File: src/rtl/note_sequencer_if.sv
// note_sequencer_if: note-table programming bus between the MusicBox
// control logic (master) and note_sequencer (slave).
interface note_sequencer_if #(
  parameter int AW = 4
) ();
  logic          cfg_we;
  logic [AW-1:0] cfg_addr;
  logic [13:0]   cfg_freq;
  logic [9:0]    cfg_dur;
  logic          cfg_last;

  modport master (
    output cfg_we, cfg_addr, cfg_freq, cfg_dur, cfg_last
  );

  modport slave (
    input cfg_we, cfg_addr, cfg_freq, cfg_dur, cfg_last
  );
endinterface

File: src/rtl/note_sequencer.sv
// note_sequencer: plays a note table into the sine generator with a linear
// attack/release envelope. Optional glide feature: NOTE_SEQ_GLIDE_EN.
module note_sequencer #(
  parameter int DEPTH        = 16,
  parameter int TICKS_PER_MS = 32,
  parameter int ATTACK_STEP  = 8,
  parameter int RELEASE_STEP = 8,
  parameter int ZERO_TIMEOUT = 64,
  parameter int GLIDE_STEP   = 16
) (
  input  logic                     CLK_32KHz,
  input  logic                     reset_n,
  note_sequencer_if.slave          cfg,
  input  logic                     start,
  input  logic                     stop,
  input  logic                     loop_en,
  input  logic                     gen_index_zero,
  output logic [13:0]              gen_frequency,
  output logic [7:0]               gen_amplitude,
  output logic                     busy,
  output logic [$clog2(DEPTH)-1:0] note_index,
  output logic                     done
);

  localparam int AW = $clog2(DEPTH);
  localparam int PW = (TICKS_PER_MS > 1) ? $clog2(TICKS_PER_MS) : 1;
  localparam int WW = $clog2(ZERO_TIMEOUT) + 1;

`ifdef NOTE_SEQ_GLIDE_EN
  localparam bit GLIDE = 1'b1;
`else
  localparam bit GLIDE = 1'b0;
`endif

  typedef enum logic [2:0] {
    S_IDLE, S_LOAD, S_WAIT, S_ATTACK,
    S_SUSTAIN, S_REST, S_RELEASE, S_NEXT
  } state_t;

  typedef struct packed {
    logic [13:0] freq;
    logic [9:0]  dur;
    logic        last;
  } slot_t;

  slot_t       tbl_q [DEPTH];
  slot_t       tbl_d [DEPTH];
  slot_t       slot;
  state_t      state_q, state_d;
  logic [AW-1:0] ptr_q, ptr_d;
  logic [13:0] freq_q, freq_d;
  logic [13:0] gfreq_q, gfreq_d;
  logic        last_q, last_d;
  logic [9:0]  rem_q, rem_d;
  logic [PW-1:0] pre_q, pre_d;
  logic [WW-1:0] wz_q, wz_d;
  logic [7:0]  amp_q, amp_d;
  logic        done_q, done_d;
  logic        stopping_q, stopping_d;
  logic        relaunch_q, relaunch_d;

  logic        tick, expire, is_last, rel_zero;
  logic [8:0]  att_sum;
  logic [7:0]  rel_amp;
  logic [14:0] glide_up;
  state_t      end_state;

  assign slot     = tbl_q[ptr_q];
  assign tick     = (pre_q == '0);
  assign expire   = tick && (rem_q == 10'd1);
  assign is_last  = last_q || (ptr_q == AW'(DEPTH - 1));
  assign att_sum  = {1'b0, amp_q} + 9'(ATTACK_STEP);
  assign rel_amp  = ({1'b0, amp_q} > 9'(RELEASE_STEP)) ?
                    amp_q - 8'(RELEASE_STEP) : 8'd0;
  assign rel_zero = (rel_amp == 8'd0);
  assign glide_up = {1'b0, gfreq_q} + 15'(GLIDE_STEP);
  // With glide the envelope stays up between notes, except on the last.
  assign end_state = (GLIDE && !is_last) ? S_NEXT : S_RELEASE;

  always_comb begin
    tbl_d = tbl_q;
    if (cfg.cfg_we) begin
      tbl_d[cfg.cfg_addr] = {cfg.cfg_freq, cfg.cfg_dur, cfg.cfg_last};
    end
  end

  always_ff @(posedge CLK_32KHz or negedge reset_n) begin
    if (!reset_n) begin
      for (int i = 0; i < DEPTH; i++) tbl_q[i] <= '0;
      state_q    <= S_IDLE;
      ptr_q      <= '0;
      freq_q     <= '0;
      gfreq_q    <= '0;
      last_q     <= 1'b0;
      rem_q      <= '0;
      pre_q      <= '0;
      wz_q       <= '0;
      amp_q      <= '0;
      done_q     <= 1'b0;
      stopping_q <= 1'b0;
      relaunch_q <= 1'b0;
    end else begin
      tbl_q      <= tbl_d;
      state_q    <= state_d;
      ptr_q      <= ptr_d;
      freq_q     <= freq_d;
      gfreq_q    <= gfreq_d;
      last_q     <= last_d;
      rem_q      <= rem_d;
      pre_q      <= pre_d;
      wz_q       <= wz_d;
      amp_q      <= amp_d;
      done_q     <= done_d;
      stopping_q <= stopping_d;
      relaunch_q <= relaunch_d;
    end
  end

  always_comb begin
    state_d = state_q;
    unique case (state_q)
      S_IDLE:
        if (start) state_d = S_LOAD;
      S_LOAD:
        if (GLIDE && amp_q != 8'd0 &&
            (slot.dur == '0 || slot.freq == '0)) state_d = S_RELEASE;
        else if (slot.dur == '0)  state_d = S_NEXT;
        else if (slot.freq == '0) state_d = S_REST;
        else if (GLIDE && amp_q != 8'd0) state_d = S_SUSTAIN;
        else state_d = S_WAIT;
      S_WAIT:
        if (gen_index_zero || wz_q == WW'(ZERO_TIMEOUT - 1))
          state_d = S_ATTACK;
      S_ATTACK:
        if (expire) state_d = end_state;
        else if (att_sum >= 9'd255) state_d = S_SUSTAIN;
      S_SUSTAIN:
        if (expire) state_d = end_state;
      S_REST:
        if (expire) state_d = S_NEXT;
      S_RELEASE:
        if (rel_zero) begin
          if (stopping_q)      state_d = S_IDLE;
          else if (relaunch_q) state_d = S_LOAD;
          else                 state_d = S_NEXT;
        end
      S_NEXT:
        if (is_last && !loop_en) state_d = S_IDLE;
        else state_d = S_LOAD;
      default: state_d = S_IDLE;
    endcase
    if (stop) begin
      if (state_q == S_IDLE)   state_d = S_IDLE;
      else if (amp_q != 8'd0)  state_d = S_RELEASE;
      else                     state_d = S_IDLE;
    end
  end

  always_comb begin
    ptr_d      = ptr_q;
    freq_d     = freq_q;
    gfreq_d    = gfreq_q;
    last_d     = last_q;
    rem_d      = rem_q;
    pre_d      = PW'(TICKS_PER_MS - 1);
    wz_d       = '0;
    amp_d      = amp_q;
    stopping_d = (state_q != S_IDLE) && (stopping_q || stop);
    relaunch_d = (state_q == S_LOAD && state_d == S_RELEASE) ||
                 (state_q == S_RELEASE && relaunch_q);
    done_d     = (state_q == S_NEXT) && is_last && !loop_en && !stop;

    if (state_q == S_IDLE && state_d == S_LOAD) ptr_d = '0;
    if (state_q == S_NEXT && state_d == S_LOAD)
      ptr_d = is_last ? '0 : ptr_q + AW'(1);

    if (state_q == S_LOAD) begin
      freq_d = slot.freq;
      rem_d  = slot.dur;
      last_d = slot.last;
    end

    if (state_q == S_ATTACK || state_q == S_SUSTAIN ||
        state_q == S_REST) begin
      if (tick) rem_d = rem_q - 10'd1;
      else      pre_d = pre_q - PW'(1);
    end

    if (state_q == S_WAIT) begin
      wz_d = wz_q + WW'(1);
      if (state_d == S_ATTACK) gfreq_d = freq_q;
    end

    // Glide walks toward the target once per ms without overshooting.
    if (GLIDE && tick &&
        (state_q == S_ATTACK || state_q == S_SUSTAIN)) begin
      if (gfreq_q < freq_q)
        gfreq_d = (glide_up >= {1'b0, freq_q}) ? freq_q : glide_up[13:0];
      else if (gfreq_q > freq_q)
        gfreq_d = ({1'b0, gfreq_q} <= {1'b0, freq_q} + 15'(GLIDE_STEP)) ?
                  freq_q : gfreq_q - 14'(GLIDE_STEP);
    end

    unique case (state_q)
      S_WAIT:    amp_d = 8'd0;
      S_ATTACK:  amp_d = (att_sum > 9'd255) ? 8'd255 : att_sum[7:0];
      S_SUSTAIN: amp_d = 8'd255;
      S_RELEASE: amp_d = rel_amp;
      default:   amp_d = amp_q;
    endcase
  end

  always_comb begin
    gen_frequency = gfreq_q;
    gen_amplitude = amp_q;
    busy          = (state_q != S_IDLE);
    note_index    = ptr_q;
    done          = done_q;
  end

endmodule

File: src/flat_wrapper.sv
// flat-port wrapper written by rule: the top's interface ports become plain ports
module note_sequencer_flat 
#(
  parameter int DEPTH        = 16,
  parameter int TICKS_PER_MS = 32,
  parameter int ATTACK_STEP  = 8,
  parameter int RELEASE_STEP = 8,
  parameter int ZERO_TIMEOUT = 64,
  parameter int GLIDE_STEP   = 16
)
  (CLK_32KHz, reset_n, start, stop, loop_en, gen_index_zero, gen_frequency, gen_amplitude, busy, note_index, done, cfg_cfg_we, cfg_cfg_addr, cfg_cfg_freq, cfg_cfg_dur, cfg_cfg_last);
  note_sequencer_if #(.AW((4))) cfg_i ();
  input  logic CLK_32KHz;
  input  logic reset_n;
  input  logic start;
  input  logic stop;
  input  logic loop_en;
  input  logic gen_index_zero;
  output logic [13:0] gen_frequency;
  output logic [7:0] gen_amplitude;
  output logic busy;
  output logic [$clog2(DEPTH)-1:0] note_index;
  output logic done;
  input wire logic [$bits(cfg_i.cfg_we)-1:0] cfg_cfg_we;
  input wire logic [$bits(cfg_i.cfg_addr)-1:0] cfg_cfg_addr;
  input wire logic [$bits(cfg_i.cfg_freq)-1:0] cfg_cfg_freq;
  input wire logic [$bits(cfg_i.cfg_dur)-1:0] cfg_cfg_dur;
  input wire logic [$bits(cfg_i.cfg_last)-1:0] cfg_cfg_last;
  assign cfg_i.cfg_we = cfg_cfg_we;
  assign cfg_i.cfg_addr = cfg_cfg_addr;
  assign cfg_i.cfg_freq = cfg_cfg_freq;
  assign cfg_i.cfg_dur = cfg_cfg_dur;
  assign cfg_i.cfg_last = cfg_cfg_last;
  note_sequencer #(.DEPTH(DEPTH), .TICKS_PER_MS(TICKS_PER_MS), .ATTACK_STEP(ATTACK_STEP), .RELEASE_STEP(RELEASE_STEP), .ZERO_TIMEOUT(ZERO_TIMEOUT), .GLIDE_STEP(GLIDE_STEP)) u_core (.CLK_32KHz(CLK_32KHz), .reset_n(reset_n), .cfg(cfg_i), .start(start), .stop(stop), .loop_en(loop_en), .gen_index_zero(gen_index_zero), .gen_frequency(gen_frequency), .gen_amplitude(gen_amplitude), .busy(busy), .note_index(note_index), .done(done));
endmodule
File: config.mk
export PLATFORM = sky130hd
export DESIGN_NAME = note_sequencer_flat
export DESIGN_NICKNAME = d
export VERILOG_FILES = /design/src/rtl/note_sequencer_if.sv /design/src/rtl/note_sequencer.sv /design/src/flat_wrapper.sv
export SDC_FILE = /design/constraint.sdc
export NUM_CORES = 1
export LEC_CHECK = 0
export BUFFER_PORTS_ARGS = -buffer_cell sky130_fd_sc_hd__buf_2
export CORE_ASPECT_RATIO = 0.7
export CORE_UTILIZATION = 40
export DETAILED_ROUTE_END_ITERATION = 8
export PLACE_DENSITY_LB_ADDON = 0.08
export SLEW_MARGIN = 20
export SYNTH_ARGS = -nofsm -noshare
export SYNTH_HDL_FRONTEND = slang
export SYNTH_SLANG_ARGS = --single-unit
File: constraint.sdc
create_clock -name CLK_32KHz -period 8.46 [get_ports CLK_32KHz]
set_input_delay 0.423 -clock CLK_32KHz [delete_from_list [all_inputs] [get_ports CLK_32KHz]]
set_output_delay 0.423 -clock CLK_32KHz [all_outputs]
set_load 0.02 [all_outputs]
==> results.tsv <==
metric	value	unit
clk_latency	590	ps
grt_max_degree	79	
r2r-start	u_core.note_index[2]	
vias	13100	
cpPeakStageDelay	970	ps
critPathSlowestCell	dfrtp_4	
grt_usage	21.8	%
r2r.worst_path.cells	7	
cts-root-buf	clkbuf_16	
drt_pass1_iterations	7	
grt_pass1_wl	89600	µm
cp_cell_sequence	buf_4, mux4_2, mux2i_1, o22ai_1, nor4_1, nand4_1, o211ai_1	
htreeDepth	2	
path_class	flip-flop to flip-flop	
final_min_period_over_clock_period	44.1	%
overflow	0	
ant_nets	0	
antenna_found_initial	2	
synth_area	21700	µm²
hold_viol_final	0	
cts_buffers	49	
relSlewSlack	28.5	%
synth_top_area_cell	dfrtp_1	
power.density	322	nW/µm²
finalMaxSlewViolations	0	
drv_cap	0	
nets	1616	
min_path_type	input port to flip-flop	
grt_pass1_vias	13600	
worstPathMaxFanout	50	
synth_edf_count	0	
rrSetupSlack	4730	ps
post_cts_resized	0	
syn_area_per_cell	14.1	µm²
place_area	22900	µm²
outcome	finished with violations	
syn_inst	1537	
synth_cell_types	62	
yosys_warnings	0	
clk_pin_slew_worst_paths	60	ps
hold_path_end	u_core.done	
dieArea	55300	µm²
synth_seq_cells	469	
gp_congestion	0.820	
synth_top_cell_area_share	54.0	%
power.ir.vdd_worst	0.141	mV
synth_nets	1581	
core	53700	µm²
cp_top_family	simple AND/OR/NAND/NOR gates	
clock_path_buffers	3	
violations	design-rule violations	
synth_most_common_cell	dfrtp_1	
required	8960	ps
skew	10.6	ps
drcViolationCount	2	
cts_tree	done	
static-leakage-power	10.4	nW
setup_violations	0	
synth_seq_area_share	54.0	%
dp_hpwl	34300	µm
startpoint_type	flip-flop	
die_w	281	µm
die_y	197	µm
area_growth	13.4	%
holdPathStages	2	
path_buf_inv	1	
cts_sinks	469	
io_pins	64	
min-delay-start	loop_en	
port-buffer-count	63	
postSynth.asyncResetShare	100	%
cts_setup_buffers	0	
arrival	4230	ps
synthFlopType	dfrtp_1	
regToRegEndpoint	u_core.state_q[2]	
min_period	3730	ps
drt_iter0_markers	1024	
drive_above_1_share	45.1	%
std_cell_rows	71	
n_fill_cell	4905	
post_drt_via_cell_ratio	5.59	
wl_per_cell	24.8	µm
rsz0062_at_grt	false	
p_total	7.95	mW
initial_core_util	40.5	%
wirelength	58000	µm
tightest_slew	1070	ps
netlist_top_cells_area	dfrtp_1, mux2_2, mux4_2	
netlist_top_cells_count	dfrtp_1, mux2_2, mux4_2	
fmax	0.268	GHz
worst_setup_path_end_kind	flip-flop	
fin_area	24600	µm²
setup-tns-final	0	ps
==> worst max path at each step <==
stage | from | slack, ps | to | cells past startpoint
floorplan | u_core.gen_amplitude[3] | 5570 | u_core.gen_frequency[10] | 9
global placement | u_core.note_index[1] | 4700 | u_core.state_q[1] | 7
detailed placement | u_core.note_index[1] | 4740 | u_core.state_q[2] | 7
CTS | u_core.note_index[1] | 4720 | u_core.state_q[2] | 7
global route | u_core.note_index[1] | 4460 | u_core.state_q[2] | 7
finish | u_core.note_index[2] | 4730 | u_core.state_q[2] | 7
==> per-layer routing <==
metal	GRT usage (%)	vias to the layer above	part of all wire [%]
met4	4.63	0	1.4
met5	0	-	0
met2	30.7	247	42
met3	3.65	55	4.1
met1	34.6	7052	52
li1	-	5743	-
==> sequential cells by signal, summed over array words and instances, names as in the netlist, 3 cells and up <==
register	count
u_core.note_index	4
u_core.wz_q	7
u_core.rem_q	10
u_core.gen_frequency	14
u_core.tbl_q	400
u_core.gen_amplitude	8
u_core.freq_q	14
u_core.state_q	3
u_core.pre_q	5
==> per-stage QoR <==
stage	worst slack, ps	utilization (%)	hold WS (ps)	instances
finish	4730	45.9	41.7	2342
global route	4460	45.9	25.7	2342
CTS	4720	45.9	6.39	2341
detailed placement	4740	42.6	438	2250
global placement	4700	42.6	433	2250
floorplan	5570	-	127	1537
==> layout by cell type, fill, tap and decap left out, types with 9 or more instances in the layout <==
cell / instances
o21ai_0: 38
clkbuf_8: 20
nor2_4: 9
inv_1: 12
mux2_4: 10
mux2i_1: 45
buf_2: 62
nor3_1: 14
nand2_1: 88
a21oi_1: 24
nor4_1: 9
nor2b_1: 11
dfrtp_1: 465
nand3_1: 18
nor2_1: 38
mux2_2: 412
mux4_2: 91
buf_4: 32
clkbuf_16: 49
==> cell type report <==
class / instances / area, µm² / area share (%)
antenna: 1 / 2.50 / 0.0102
clock buffer: 75 / 1520 / 6.18
clock inverter: 15 / 233 / 0.944
inverter: 13 / 48.8 / 0.198
multi-input combinational: 942 / 9590 / 38.9
sequential: 469 / 11700 / 47.7
tap: 730 / 913 / 3.71
timing repair buffer: 97 / 587 / 2.38
==> worst register-to-register path: stages (launching register included) <==
cell and delay [ps]:
dfrtp_4 970, buf_4 690, mux4_2 420, mux2i_1 160, o22ai_1 170, nor4_1 770
nand4_1 240, o211ai_1 230
==> kinds of logic after synthesis <==
family / Yosys count / share of synthesized area [%]
AOI/OAI and AO/OA: 125 / 3.80
muxes: 562 / 33.7
adders and majority gates: 8 / 0.461
DFF: 469 / 54.0
xor gates and xnor gates: 10 / 0.403
buffers and inverters: 126 / 2.35
and+or+nand+nor: 237 / 5.25
==> power breakdown <==
group          switching [mW]  leakage [nW]  total [mW]  internal (mW)
combinational            1.13          3.79        2.32           1.20
sequential              0.466          5.77        3.28           2.82
clock                   0.922         0.876        2.34           1.42
total                    2.51          10.4        7.95           5.43
==> timing repair <==
item                                    4_1_cts  5_1_grt
endpoints found under the hold margin        69        0
hold buffers                                  1        0
endpoints found under the setup margin        0        0
(Power assumes the default switching activity.)
